[src/rtl/alu_arbiter.sv]
// rtl/alu_arbiter.sv - round-robin arbiter sharing one 32-bit ALU between NUM_REQ requesters
//
// Purpose: accepts one request at a time from NUM_REQ requesters over per-requester
// valid/ready handshakes, registers the operands, evaluates them on an internal
// combinational ALU and returns result, flags and requester id over a
// valid/ready response channel.
//
// Ports:
//   clk, rst_n        clock, asynchronous active-low reset
//   req_valid/ready   per-requester request handshake (ready is one-hot or zero)
//   req_opcode/a/b    packed per-requester opcode (4b) and operands (32b)
//   rsp_valid/ready   response handshake
//   rsp_id            index of the requester owning the response
//   rsp_result        ALU result
//   rsp_flags         {overflow, negative, zero, carry}
//   busy              high whenever the FSM is not idle
//
// Optional build macro ALU_ARB_STATS_EN adds:
//   op_count          saturating 16-bit count of response handshakes
//   grant_hist        sticky per-requester "has been granted" bits

module alu_arbiter_alu (
    input  logic [3:0]  opcode,
    input  logic [31:0] a,
    input  logic [31:0] b,
    output logic [31:0] result,
    output logic [3:0]  flags
);
    localparam logic [3:0] OP_ADD = 4'd0;
    localparam logic [3:0] OP_SUB = 4'd1;
    localparam logic [3:0] OP_AND = 4'd2;
    localparam logic [3:0] OP_OR  = 4'd3;
    localparam logic [3:0] OP_XOR = 4'd4;
    localparam logic [3:0] OP_SLL = 4'd5;
    localparam logic [3:0] OP_SRL = 4'd6;

    logic [32:0] wide;
    logic        ovf;
    logic        cry;

    always_comb begin
        wide   = '0;
        result = '0;
        ovf    = 1'b0;
        cry    = 1'b0;
        case (opcode)
            OP_ADD: begin
                wide   = {1'b0, a} + {1'b0, b};
                result = wide[31:0];
                cry    = wide[32];
                ovf    = (a[31] == b[31]) && (result[31] != a[31]);
            end
            OP_SUB: begin
                // Bit 32 of the 33-bit difference is the borrow (B > A unsigned).
                wide   = {1'b0, a} - {1'b0, b};
                result = wide[31:0];
                cry    = wide[32];
                ovf    = (a[31] != b[31]) && (result[31] != a[31]);
            end
            OP_AND:  result = a & b;
            OP_OR:   result = a | b;
            OP_XOR:  result = a ^ b;
            OP_SLL:  result = a << b[4:0];
            OP_SRL:  result = a >> b[4:0];
            default: result = '0;
        endcase
        flags = {ovf, result[31], (result == 32'd0), cry};
    end
endmodule

module alu_arbiter #(
    parameter int NUM_REQ = 4,
    parameter int ID_W    = 2
) (
    input  logic                 clk,
    input  logic                 rst_n,
    input  logic [NUM_REQ-1:0]   req_valid,
    output logic [NUM_REQ-1:0]   req_ready,
    input  logic [4*NUM_REQ-1:0] req_opcode,
    input  logic [32*NUM_REQ-1:0] req_a,
    input  logic [32*NUM_REQ-1:0] req_b,
    output logic                 rsp_valid,
    input  logic                 rsp_ready,
    output logic [ID_W-1:0]      rsp_id,
    output logic [31:0]          rsp_result,
    output logic [3:0]           rsp_flags,
    output logic                 busy
`ifdef ALU_ARB_STATS_EN
    ,
    output logic [15:0]          op_count,
    output logic [NUM_REQ-1:0]   grant_hist
`endif
);
    typedef enum logic [1:0] {IDLE, EXEC, RESP} state_t;

    localparam logic [ID_W-1:0] LAST_RST = ID_W'(NUM_REQ - 1);

    state_t             state;
    logic [ID_W-1:0]    last_grant;
    logic [3:0]         opr_code;
    logic [31:0]        opr_a;
    logic [31:0]        opr_b;

    logic               grant_found;
    logic [ID_W-1:0]    grant_idx;
    logic [NUM_REQ-1:0] grant_oh;
    logic [3:0]         sel_code;
    logic [31:0]        sel_a;
    logic [31:0]        sel_b;
    logic [31:0]        alu_result;
    logic [3:0]         alu_flags;

    // Round-robin search: first pass covers indices above last_grant, second
    // pass wraps around to 0..last_grant, so the winner is the first valid bit
    // after the previous grant.
    always_comb begin
        grant_found = 1'b0;
        grant_idx   = '0;
        grant_oh    = '0;
        for (int i = 0; i < NUM_REQ; i++) begin
            if (!grant_found && (i > int'(last_grant)) && req_valid[i]) begin
                grant_found = 1'b1;
                grant_idx   = ID_W'(i);
                grant_oh[i] = 1'b1;
            end
        end
        for (int i = 0; i < NUM_REQ; i++) begin
            if (!grant_found && (i <= int'(last_grant)) && req_valid[i]) begin
                grant_found = 1'b1;
                grant_idx   = ID_W'(i);
                grant_oh[i] = 1'b1;
            end
        end
    end

    // One-hot AND-OR mux of the granted requester's opcode and operands.
    always_comb begin
        sel_code = '0;
        sel_a    = '0;
        sel_b    = '0;
        for (int i = 0; i < NUM_REQ; i++) begin
            sel_code = sel_code | (req_opcode[i*4 +: 4]  & {4{grant_oh[i]}});
            sel_a    = sel_a    | (req_a[i*32 +: 32]     & {32{grant_oh[i]}});
            sel_b    = sel_b    | (req_b[i*32 +: 32]     & {32{grant_oh[i]}});
        end
    end

    // The handshake cycle is the idle cycle itself; reset forces ready low even
    // though the FSM already sits in IDLE.
    assign req_ready = (rst_n && state == IDLE) ? grant_oh : '0;

    alu_arbiter_alu u_alu (
        .opcode (opr_code),
        .a      (opr_a),
        .b      (opr_b),
        .result (alu_result),
        .flags  (alu_flags)
    );

    always_ff @(posedge clk or negedge rst_n) begin
        if (!rst_n) begin
            state      <= IDLE;
            last_grant <= LAST_RST;
            opr_code   <= '0;
            opr_a      <= '0;
            opr_b      <= '0;
            rsp_valid  <= 1'b0;
            rsp_id     <= '0;
            rsp_result <= '0;
            rsp_flags  <= '0;
            busy       <= 1'b0;
`ifdef ALU_ARB_STATS_EN
            op_count   <= '0;
            grant_hist <= '0;
`endif
        end else begin
            case (state)
                IDLE: begin
                    if (grant_found) begin
                        opr_code   <= sel_code;
                        opr_a      <= sel_a;
                        opr_b      <= sel_b;
                        rsp_id     <= grant_idx;
                        last_grant <= grant_idx;
                        busy       <= 1'b1;
                        state      <= EXEC;
`ifdef ALU_ARB_STATS_EN
                        grant_hist <= grant_hist | grant_oh;
`endif
                    end
                end
                EXEC: begin
                    rsp_result <= alu_result;
                    rsp_flags  <= alu_flags;
                    rsp_valid  <= 1'b1;
                    state      <= RESP;
                end
                RESP: begin
                    if (rsp_ready) begin
                        rsp_valid <= 1'b0;
                        busy      <= 1'b0;
                        state     <= IDLE;
`ifdef ALU_ARB_STATS_EN
                        if (op_count != 16'hFFFF) begin
                            op_count <= op_count + 16'd1;
                        end
`endif
                    end
                end
                default: begin
                    rsp_valid <= 1'b0;
                    busy      <= 1'b0;
                    state     <= IDLE;
                end
            endcase
        end
    end
endmodule

[config.mk]
export PLATFORM = sky130hd
export DESIGN_NAME = alu_arbiter
export DESIGN_NICKNAME = d
export VERILOG_FILES = /design/src/rtl/alu_arbiter.sv
export SDC_FILE = /design/constraint.sdc
export NUM_CORES = 1
export LEC_CHECK = 0
export ABC_AREA = 1
export ABC_CLOCK_PERIOD_IN_PS = 5000
export CORE_MARGIN = 1
export CORE_UTILIZATION = 50
export DETAILED_ROUTE_END_ITERATION = 10
export GPL_TIMING_DRIVEN = 1
export PLACE_DENSITY = 0.8
export SETUP_SLACK_MARGIN = 0.15
export SLEW_MARGIN = 25
export SYNTH_ARGS = -nofsm -noshare
export SYNTH_HDL_FRONTEND = slang
export SYNTH_HIERARCHICAL = 1
export SYNTH_SLANG_ARGS = --single-unit
[constraint.sdc]
create_clock -name clk -period 5 [get_ports clk]
set_clock_uncertainty 0.1 [all_clocks]
set_input_delay 1 -clock clk [delete_from_list [all_inputs] [get_ports clk]]
set_output_delay 1 -clock clk [all_outputs]
set_load 0.01 [all_outputs]
== Word level (Yosys, flattened, before mapping) ==
Cells that the tools add are included.
Storage, ports and cells
  register bits after elaboration: 112
  input port bits: 279
  output and inout bits: 44
Cells by class
  add/sub/neg operators: 2
  $lt $le $gt $ge: 6
  eq/ne operators: 14
  shift operators: 2
  mux-type cells: 31
  bitwise operators: 26
  reduce and logical (&&, ||, !) cells: 28
Operators with widths (count)
  bitwise AND 32 bit: 9
  OR 32 bit: 7
  case mux 32 bit (7 select lines): 1
  adder 32 x 32 -> 33 bit: 1
  subtractor 32 x 32 -> 33 bit: 1
  logical NOT 32 bit: 1
  left shift 32 x 5 -> 32 bit: 1
  right shift 32 x 5 -> 32 bit: 1
  XOR 32 bit: 1
  bitwise AND 4 bit: 4
  2-to-1 mux 1 bit: 16
  2-to-1 mux 2 bit: 8
  logical AND 1 bit: 15
  equality test 4 x 3 -> 1 bit, second input constant: 3
  OR 4 bit: 3
  equality test 4 x 2 -> 1 bit, second input constant: 2
  logical NOT 1 bit: 6
  case mux 1 bit (3 select lines): 2
  case mux 2 bit (3 select lines): 1
  AND reduction 2 bit: 3
  equality test 4 x 1 -> 1 bit, second input constant: 1
  greater-than comparator 2 bit, first input constant: 2
  <= comparator 2 bit, first input constant: 2
  logical NOT 4 bit: 1
  12 further kinds: 17

== Logic depth before layout (Yosys ltp) ==
Gate-level depths: netlist (run 1).
  word-level depth: 28
  depth in mapped cells: 26
  mapped depth without buffers: 22

== Modules after synthesis ==
Netlist (run 1), hierarchy kept.
Modules (own cells, without submodules)
  alu_arbiter_alu: instances 1, cells an instance 2028, area an instance 10093.4 um^2, sequential area each 0.0 um^2
  alu_arbiter: instances 1, cells an instance 859, area an instance 6224.7 um^2, sequential area each 2805.2 um^2

== Worst setup path after synthesis (run 1) ==
OpenSTA, ideal clock, no wires.
  path kind: register to register
  start: register opr_b[3]
  end: register rsp_flags[3]
  arrival: 2.762 ns
  data required time: 4.775 ns
  path slack: 2.014 ns
  cell stages (with the launch flop): 18
  buffers on the path: 4
  cells stage by stage: dfrtp_1 > inv_2 > buf_2 > buf_1 > ha_1 > buf_4 > nand2_1 > nor2_1 > nand2_1 > nand2_1 > nand2_1 > nand2_1 > nand2_1 > nand2_1 > xor2_1 > a32o_1 > buf_4 > mux2_2
On the way
  cells in the longest elaborated chain, start to end: 4
RTL lines
  start: declaration: line 102  | logic [31:0] opr_b;
  start signal: assignment: line 182  | opr_b <= sel_b;
  subtractor 32 x 32 -> 33 bit or adder 32 x 32 -> 33 bit (tied branches): line 55, 48
  != test 1 bit, on equally long branches: line 58, 51
  logical AND 1 bit, on equally long branches: line 58, 51
  case mux 1 bit (2 select lines) *: line 46  | case (opcode)
  net u_alu.ovf: line 38  | logic ovf;
  end signal: assignment: line 194  | rsp_flags <= alu_flags;
  end: declaration: line 86  | output logic [3:0] rsp_flags,
The timed path passes the listed nets; every way through them passes the cells marked *.
A chain may end at the register's enable or synchronous reset.

== Worst setup path after layout (run 1) ==
  start: input req_valid[1]
  end: output req_ready[3]
On the way
  cells in the longest elaborated chain, start to end: 26
RTL lines
  start: declaration: line 77  | input logic [NUM_REQ-1:0] req_valid,
  logical AND 1 bit: line 121  | if (!grant_found && (i > int'(last_grant)) && req_valid[i]) begin
  2-to-1 mux 1 bit: line 121
  logical NOT 1 bit: line 121
  logical AND 1 bit (2 in a row): line 121
  2-to-1 mux 1 bit: line 121
  logical NOT 1 bit: line 121
  logical AND 1 bit (2 in a row): line 121
  2-to-1 mux 1 bit: line 121
  [... 6 more ...]
  2-to-1 mux 1 bit: line 128  | if (!grant_found && (i <= int'(last_grant)) && req_valid[i]) begin
  logical NOT 1 bit: line 128
  logical AND 1 bit (2 in a row): line 128
  2-to-1 mux 1 bit: line 128
  logical NOT 1 bit: line 128
  logical AND 1 bit (2 in a row): line 128
  2-to-1 mux 1 bit *: line 128
  2-to-1 mux 4 bit *: line 150  | assign req_ready = (rst_n && state == IDLE) ? grant_oh : '0;
  end: declaration: line 78  | output logic [NUM_REQ-1:0] req_ready,
Every way passes the cells marked *; elsewhere a longest branch is shown, timed or not.

==> flow_summary.toml, run 1 <==
[finish]
fill_cells = 3087
syn_to_final_growth_pct = 21.2
mostFrequentLayoutCells = "nand2_1, nand3_1, inv_1"
instances_no_fill = 3546
nNetsFinal = 3488
multi_input_area_um2 = 11300
drive_gt1_share_pct = 5.63
final_common_cell = "nand2_1"
final_cell_area_um2 = 19800
finish.utilization_pct = 62.2
regArea_um2 = 2810

[power_and_ir_drop]
seq_power_share_pct = 14.6
vdd_drop_max_v = 0.000371
switching_share_pct = 62.6
p_sw_w = 0.00880
p_int_w = 0.00525
p_total_w = 0.0140
pwr_density_cell_nw_per_um2 = 710
p_leak_nw = 10.4
clkPwrFrac_pct = 5.9
p_comb_share_pct = 79.6

[floorplan]
core-area_um2 = 31800
io-pin-count = 323
rows = 65
die-area_um2 = 33400
dieWidth_um = 183
die_height_um = 183
initial_core_util_pct = 51.3

[clock_network]
cts_buffers = 9
insertion_delay_ns = 0.38
htreeDepth = 3
cts_root_buf = "clkbuf_16"
tritoncts = "built"
clk_pin_slew_ns = 0.08
cts_setup_buffers = 0
cts_buffer_depth = 2
cts_hold_buf = 0
clkSinkCount = 112
post_cts_resized = 0

[sta]
finalHoldViolCount = 0
tightest_slew_ns = 1.08
final-max-slew-violation-count = 0
maxSlewHeadroom_pct = 27.8
min_period_ns = 3.85
final-setup-viol-count = 0
fmax_mhz = 260
rsz0062_at_grt = "false"
period_share_pct = 77.0
tns_ns = 0

[logic_synthesis]
synth_cells = 2887
async_flop_share_pct = 100
synth_flop_cell = "dfrtp_1"
syn-num-nets = 3274
ys_ff_latch = 112
synth_edf_count = 0
synth.avg_cell_area_um2 = 5.65
synth_seq_area_share_pct = 17.2
synth_cell_types = 51
ys_warn_count = 6
syn-cell-area_um2 = 16300

[global_route]
antenna_found_initial = 5
grt-ovfl-total = 0
grt_pass1_wl_mm = 108
grt.total_usage_pct = 42.3
grt_start_max_net_pins = 73
grt_pass1_vias = 19461

[critical_path]
cp_data_arrival_time_ns = 2.75
criticalPathCategory = "in -> out"
cp-start-kind = "input pin"
critPathMaxFanout = 2
required_ns = 3.90
endpoint_kind = "output pin"

[placed_design]
dpl.cell_count = 3525
dp_hpwl_mm = 56.8
port-buffer-count = 322
gp_congestion = 1.06
placed_area_um2 = 19400

[drt]
drc = 0
via_per_inst = 5.81
wirelength_mm = 70.8
wl_per_cell_um = 20.0
first_pass_iters = 7
ant_nets = 0
num_vias = 20617
drt-initial-drc-count = 2835

[outcome]
outcome = "finished, final reports clean"

[worst_hold_path]
hold_class = "reg -> reg"

[flow_run]
drv_cap = 0
-- power by group through the flow --
| stage | Clock [W] | Sequential, W | Combinational, W |
|---|---|---|---|
| finish | 0.000823 | 0.00204 | 0.0112 |
| CTS | 0.000832 | 0.00200 | 0.0108 |
| floorplan | 0 | 0.00174 | 0.00777 |
| global placement | 0 | 0.00199 | 0.0106 |
| global route | 0.000868 | 0.00206 | 0.0122 |
| detailed placement | 0 | 0.00201 | 0.0107 |
-- worst paths after layout --
path	start	cells past startpoint	slack, ns	to
max in group asynchronous	rst_n	3	2.75	opr_b[1]
setup reg to reg	opr_b[0]	16	1.23	rsp_flags[1]
hold / removal	busy	2	0.39	busy
setup / recovery	req_valid[1]	7	1.15	req_ready[3]
hold reg to reg	busy	2	0.39	busy
min in group asynchronous	rst_n	2	0.69	rsp_result[2]
-- logic make-up (layout without fill, tap and decap cells) --
family | after synthesis | count (layout) | share of synthesized area [%]
xor gates and xnor gates | 2 | 2 | 0.107
AOI/OAI and AO/OA | 237 | 237 | 8.26
buffers and inverters | 518 | 737 | 13.7
muxes | 36 | 36 | 2.48
DFF | 112 | 112 | 17.2
and+or+nand+nor | 1874 | 1874 | 49.9
adders and majority gates | 108 | 108 | 8.37
other | 0 | 5 | 0
-- routing by layer --
metal / routed length (um) / track usage [%] / vias up / share of wire [%]
li1: - / - / 9651 / -
met1: 27500 / 53.1 / 9433 / 39
met2: 31900 / 69.1 / 1273 / 45
met3: 6880 / 6.90 / 260 / 9.7
met4: 4550 / 23.3 / 0 / 6.4
met5: 0 / 0 / - / 0
-- area by class of cell --
cell class	count	share of cell area [%]
Antenna cell	5	0.0632
Clock inverter	5	0.436
Sequential cell	112	14.2
Timing Repair Buffer	345	17.2
Tap cell	435	2.75
Multi-Input combinational cell	2257	57.1
Inverter	376	7.16
Clock buffer	11	1.18
-- sequential cells by signal (all words and copies together), names as in the netlist --
signal      cells
opr_b          32
rsp_id          2
busy            1
rsp_flags       4
opr_a          32
opr_code        4
rsp_valid       1
state           2
last_grant      2
rsp_result     32
-- synthesized netlist by cell type (24+ instances only) --
master / instances / area share [%]
buf_2: 86 / 2.6
nand4_1: 32 / 1.2
nand2_1: 897 / 21
nand2_2: 43 / 1.6
inv_1: 363 / 8.3
ha_1: 106 / 8.1
a21oi_1: 131 / 4.0
nand3_1: 532 / 16
mux2_2: 36 / 2.5
o21ai_0: 32 / 0.98
dfrtp_1: 110 / 17
o22ai_1: 24 / 0.92
nor2_1: 304 / 7.0
-- per-stage QoR --
stage                     setup slack, ns  hold slack, ns
final                                1.15           0.392
after global routing                0.990           0.420
after CTS                            1.20           0.390
after detailed placement             1.20           0.376
after global placement               1.18           0.358
after floorplan                      2.01           0.370
-- worst max-delay path, stage by stage --
cell             delay [ns]
clkdlybuf4s50_1        0.44
o21ai_1                0.22
inv_2                  0.10
nor2_4                 0.13
nand3_1                0.14
a21oi_1                0.16
clkdlybuf4s50_1        0.56
Note: power is estimated with default switching activity, not from simulation.
==> run 2: changes to the inputs <==
--- a/config.mk
+++ b/config.mk
@@ -6,7 +6,7 @@
 export NUM_CORES = 1
 export LEC_CHECK = 0
 export ABC_AREA = 1
-export ABC_CLOCK_PERIOD_IN_PS = 5000
+export ABC_CLOCK_PERIOD_IN_PS = 3900
 export CORE_MARGIN = 1
 export CORE_UTILIZATION = 50
 export DETAILED_ROUTE_END_ITERATION = 10
==> constraint.sdc (replaced) <==
create_clock -name clk -period 3.9 [get_ports clk]
set_clock_uncertainty 0.1 [all_clocks]
set_input_delay 0.78 -clock clk [delete_from_list [all_inputs] [get_ports clk]]
set_output_delay 0.78 -clock clk [all_outputs]
set_load 0.01 [all_outputs]
==> flow_summary.toml, run 2 (synthesis gave the netlist of run 1 again) <==
[power_and_ir_drop]
p_int_w = 0.00697
switching_share_pct = 62.6
p_comb_share_pct = 82.2
clkPwrFrac_pct = 5.6
p_sw_w = 0.0117
p_leak_nw = 10.7
pwr_density_cell_nw_per_um2 = 926
vdd_drop_max_v = 0.000430
seq_power_share_pct = 12.2

[global_route]
grt_pass1_vias = 19769
grt_pass1_wl_mm = 111
grt_start_max_net_pins = 73
grt.total_usage_pct = 43.9
antenna_found_initial = 1
grt-ovfl-total = 0

[sta]
final-max-slew-violation-count = 0
tns_ns = 0
min_period_ns = 3.62
finalHoldViolCount = 0
worst_slack_ns = 0.275
maxSlewHeadroom_pct = 33.7
final-setup-viol-count = 0
fmax_mhz = 276
rsz0062_at_grt = "false"
tightest_slew_ns = 0.991
period_share_pct = 92.9

[drt]
first_pass_iters = 6
num_vias = 21085
wirelength_mm = 73.7
ant_nets = 0
wl_per_cell_um = 20.5
via_per_inst = 5.88
drt-initial-drc-count = 2965
drc = 0

[finish]
reg_top3 = "opr_a x32, opr_b x32, rsp_result x32"
syn_to_final_growth_pct = 23.5
mostFrequentLayoutCells = "nand2_1, nand3_1, inv_1"
final_common_cell = "nand2_1"
drive_gt1_share_pct = 7.05
nNetsFinal = 3533

[clock_network]
cts_root_buf = "clkbuf_16"
cts_buffer_depth = 2
tritoncts = "built"
clkSinkCount = 112
clk_pin_slew_ns = 0.08
insertion_delay_ns = 0.40
post_cts_resized = 0
cts_buffers = 9
cts_setup_buffers = 0
htreeDepth = 3
cts_hold_buf = 0

[critical_path]
required_ns = 4.07
cp_slowest_cell = "dfrtp_1"
cpPeakStageDelay_ns = 0.55
endpoint_kind = "flip-flop"
cp-start-kind = "flip-flop"
cp_data_arrival_time_ns = 3.80
worstPathCellList = "inv_1, ha_1, nand2_1, nor2_1, nand2_1, nand2_1, nand2_1, nand2_1, nand2_1, nand3_1, nand2_1, nor2_1, nor2_1, buf_4, nand3_1, nor2_1, nand2_1, nor2_2, mux2_2"
cp_top_family = "simple AND/OR/NAND/NOR gates"
criticalPathCategory = "reg -> reg"
ff2ff_setup_slack_ns = 0.28
critPathMaxFanout = 10
crit_top_cell = "nand2_1"
path_buf_inv = 2

[floorplan]
die-area_um2 = 33400
core-area_um2 = 31800
die_height_um = 183
initial_core_util_pct = 51.3
io-pin-count = 323
rows = 65
dieWidth_um = 183

[worst_hold_path]
hold_class = "reg -> reg"

[outcome]
outcome = "finished, final reports clean"

[placed_design]
dp_hpwl_mm = 59.9
place_ws_ns = 0.455
port-buffer-count = 322
gp_congestion = 1.14

[flow_run]
drv_cap = 0
run 2: changes by cell type in the layout (fill, tap and decap cells not counted):
cell / previous run / this run
inv_8: 0 / 1
nand2_2: 43 / 44
buf_4: 24 / 65
clkinv_8: 0 / 1
clkinvlp_4: 0 / 1
diode_2: 5 / 1
buf_12: 0 / 4
clkinv_4: 0 / 2
nand2_4: 8 / 7
clkbuf_1: 2 / 0
bufinv_16: 2 / 1
inv_4: 2 / 3
inv_6: 3 / 1
inv_2: 10 / 9
run 2: area by class of cell:
type / count / area (um^2)
fill: 3106 / 11600
multi-input combinational: 2257 / 11300
timing repair buffer: 390 / 3780
sequential: 112 / 2810
inverter: 376 / 1420
tap: 435 / 544
clock buffer: 9 / 225
clock inverter: 7 / 91.3
antenna: 1 / 2.50
run 2: final timing paths:
check                          from  cells past startpoint            to
max reg2reg                opr_a[3]                     19  rsp_flags[1]
max                        opr_a[3]                     19  rsp_flags[1]
min reg2reg                    busy                      2          busy
min                            busy                      2          busy
min in group asynchronous     rst_n                      2      opr_b[6]
max in group asynchronous     rst_n                      3     opr_b[17]
run 2: worst min-delay path, cell delays in order (launching register included):
cell	delay, ns
dfrtp_1	0.36
nand2_1	0.05
nand2_1	0.05
run 2: power groups by stage:
stage	clock network, W	registers [W]	logic [W]
global route	0.00108	0.00230	0.0166
floorplan	0	0.00223	0.00996
detailed placement	0	0.00225	0.0147
global placement	0	0.00222	0.0145
finish	0.00105	0.00227	0.0153
CTS	0.00105	0.00222	0.0147
run 2: routing by layer:
layer  global-route usage (%)  vias up  share of wire, %
met5                        0        -                 0
met4                     24.9        0               6.1
met3                     8.94      258                11
met2                     70.0     1439                44
met1                     55.1     9644                39
li1                         -     9744                 -
run 2: through the flow:
stage | area [um^2] | power, W | utilization (%) | hold slack (ns) | std cells
3_3_place_gp | 19800 | 0.0167 | 62.4 | 0.357 | 3570
4_1_cts | 20200 | 0.0180 | 63.4 | 0.389 | 3586
3_5_place_dp | 19800 | 0.0169 | 62.4 | 0.369 | 3570
2_1_floorplan | 16300 | 0.0122 | - | 0.370 | 2887
5_1_grt | 20200 | 0.0200 | 63.4 | 0.407 | 3587
6_report | 20200 | 0.0187 | 63.4 | 0.385 | 3587
==> run 3: changes to the inputs <==
--- a/config.mk
+++ b/config.mk
@@ -7,11 +7,13 @@
 export LEC_CHECK = 0
 export ABC_AREA = 1
 export ABC_CLOCK_PERIOD_IN_PS = 3900
+export CELL_PAD_IN_SITES_DETAIL_PLACEMENT = 1
+export CELL_PAD_IN_SITES_GLOBAL_PLACEMENT = 1
 export CORE_MARGIN = 1
-export CORE_UTILIZATION = 50
+export CORE_UTILIZATION = 36
 export DETAILED_ROUTE_END_ITERATION = 10
 export GPL_TIMING_DRIVEN = 1
-export PLACE_DENSITY = 0.8
+export PLACE_DENSITY = 0.9
 export SETUP_SLACK_MARGIN = 0.15
 export SLEW_MARGIN = 25
 export SYNTH_ARGS = -nofsm -noshare
==> flow_summary.toml, run 3 (synthesis gave the netlist of run 1 again) <==
[outcome]
outcome = "finished, final reports clean"

[global_route]
grt_pass1_vias = 21480
grt.total_usage_pct = 36.0
grt_pass1_wl_mm = 127
grt-ovfl-total = 0
antenna_found_initial = 1
grt_start_max_net_pins = 73

[drt]
drt-initial-drc-count = 2091
drc = 0
wirelength_mm = 84.2
wl_per_cell_um = 22.4
ant_nets = 0
num_vias = 21292
first_pass_iters = 6
via_per_inst = 5.66

[clock_network]
cts_hold_buf = 0
cts_buffers = 9
clkSinkCount = 112
htreeDepth = 3
insertion_delay_ns = 0.40
clk_pin_slew_ns = 0.08
cts_root_buf = "clkbuf_16"
cts_buffer_depth = 2
cts_setup_buffers = 0
post_cts_resized = 0
tritoncts = "built"

[finish]
syn_to_final_growth_pct = 25.2
mostFrequentLayoutCells = "nand2_1, nand3_1, inv_1"
nNetsFinal = 3549
final_cell_area_um2 = 20400
drive_gt1_share_pct = 7.58
final_common_cell = "nand2_1"
reg_top3 = "opr_a x32, opr_b x32, rsp_result x32"
instances_no_fill = 3760

[critical_path]
r2r_end = "rsp_flags[1]"
endpoint_kind = "flip-flop"
ff2ff_setup_slack_ns = 0.33
worstPathCellList = "inv_1, ha_1, nand2_1, nor2_1, nand2_1, nand2_1, nand2_1, nand2_1, nand3_1, nand2_1, nand2_1, nand3_1, nand2_1, nor2_1, nand2_1, nor2_1, nand2_1, nor2_2, mux2_2"
criticalPathCategory = "reg -> reg"
cp_top_family = "simple AND/OR/NAND/NOR gates"
r2r-start = "opr_b[4]"
cp_slowest_cell = "ha_1"
r2r_cells = 19
path_buf_inv = 1
crit_top_cell = "nand2_1"
cp_data_arrival_time_ns = 3.81
cp-start-kind = "flip-flop"
critPathMaxFanout = 10
required_ns = 4.15
cpPeakStageDelay_ns = 0.57

[worst_hold_path]
hold_class = "reg -> reg"
holdPathStages = 2
whs_endpoint = "rsp_id[0]"
hp-start = "rsp_id[0]"

[sta]
period_share_pct = 91.4
rsz0062_at_grt = "false"
min_period_ns = 3.57
tightest_slew_ns = 0.880
finalHoldViolCount = 0
maxSlewHeadroom_pct = 41.3
tns_ns = 0
final-max-slew-violation-count = 0
final-setup-viol-count = 0
fmax_mhz = 280

[power_and_ir_drop]
seq_power_share_pct = 11.7
switching_share_pct = 63.6
p_comb_share_pct = 83.1
p_total_w = 0.0194
pwr_density_cell_nw_per_um2 = 949
p_int_w = 0.00706
p_leak_nw = 10.7
clkPwrFrac_pct = 5.2
p_sw_w = 0.0123
vdd_drop_max_v = 0.000365

[placed_design]
dpl.cell_count = 3743
placed_area_um2 = 20100
dp_hpwl_mm = 69.2
port-buffer-count = 322
gp_congestion = 1.08

[flow_run]
drv_cap = 0

[floorplan]
core-area_um2 = 44500
io-pin-count = 323
dieWidth_um = 215
die-area_um2 = 46200
die_height_um = 215
initial_core_util_pct = 36.7
rows = 77
run 3: changes by cell type in the layout (fill, tap and decap cells not counted), sizes merged:
cell	before	now
inv	377	378
clkbuf	9	11
buf	69	85
bufinv	1	0
clkinv	4	2
run 3: stage by stage:
step | hold WS (ns) | setup slack [ns] | utilization [%]
6_report | 0.396 | 0.335 | 45.9
5_1_grt | 0.420 | 0.152 | 45.9
4_1_cts | 0.400 | 0.427 | 45.9
3_5_place_dp | 0.379 | 0.456 | 45.2
3_3_place_gp | 0.360 | 0.390 | 45.2
2_1_floorplan | 0.370 | 0.914 | -
run 3: final cells by class:
cell class | instances | area (um^2)
Fill cell | 6183 | 24100
Multi-Input combinational cell | 2257 | 11300
Timing Repair Buffer | 406 | 3870
Sequential cell | 112 | 2810
Inverter | 376 | 1420
Tap cell | 592 | 741
Clock buffer | 11 | 253
Clock inverter | 5 | 47.5
Antenna cell | 1 | 2.50
run 3: worst reg2reg max path: stages (launching register included):
cell and delay (ns):
dfrtp_1 0.45, inv_1 0.13, ha_1 0.57, nand2_1 0.16, nor2_1 0.29, nand2_1 0.13, nand2_1 0.17, nand2_1 0.10
nand2_1 0.14, nand3_1 0.15, nand2_1 0.10, nand2_1 0.05, nand3_1 0.08, nand2_1 0.12, nor2_1 0.28, nand2_1 0.08
nor2_1 0.10, nand2_1 0.08, nor2_2 0.10, mux2_2 0.14
run 3: routing by layer:
layer | global-route usage, % | share of wire (%) | vias up
li1 | - | - | 9757
met4 | 13.8 | 4.1 | 0
met5 | 0 | 0 | -
met1 | 47.5 | 43 | 10370
met3 | 5.86 | 8.0 | 160
met2 | 58.4 | 45 | 1005
run 3: worst max-delay path by stage:
stage / from / end / cells past startpoint
6_report: opr_b[4] / rsp_flags[1] / 19
5_1_grt: opr_b[4] / rsp_flags[1] / 19
4_1_cts: opr_b[4] / rsp_flags[1] / 19
3_5_place_dp: opr_b[4] / rsp_flags[1] / 19
3_3_place_gp: opr_a[3] / rsp_flags[1] / 19
2_1_floorplan: opr_b[3] / rsp_flags[3] / 17
run 3: power groups by stage:
| stage | sequential [W] | combinational [W] | clock, W |
|---|---|---|---|
| 3_3_place_gp | 0.00222 | 0.0152 | 0 |
| 4_1_cts | 0.00223 | 0.0156 | 0.00103 |
| 2_1_floorplan | 0.00223 | 0.00996 | 0 |
| 6_report | 0.00226 | 0.0161 | 0.00100 |
| 3_5_place_dp | 0.00225 | 0.0155 | 0 |
| 5_1_grt | 0.00230 | 0.0174 | 0.00106 |
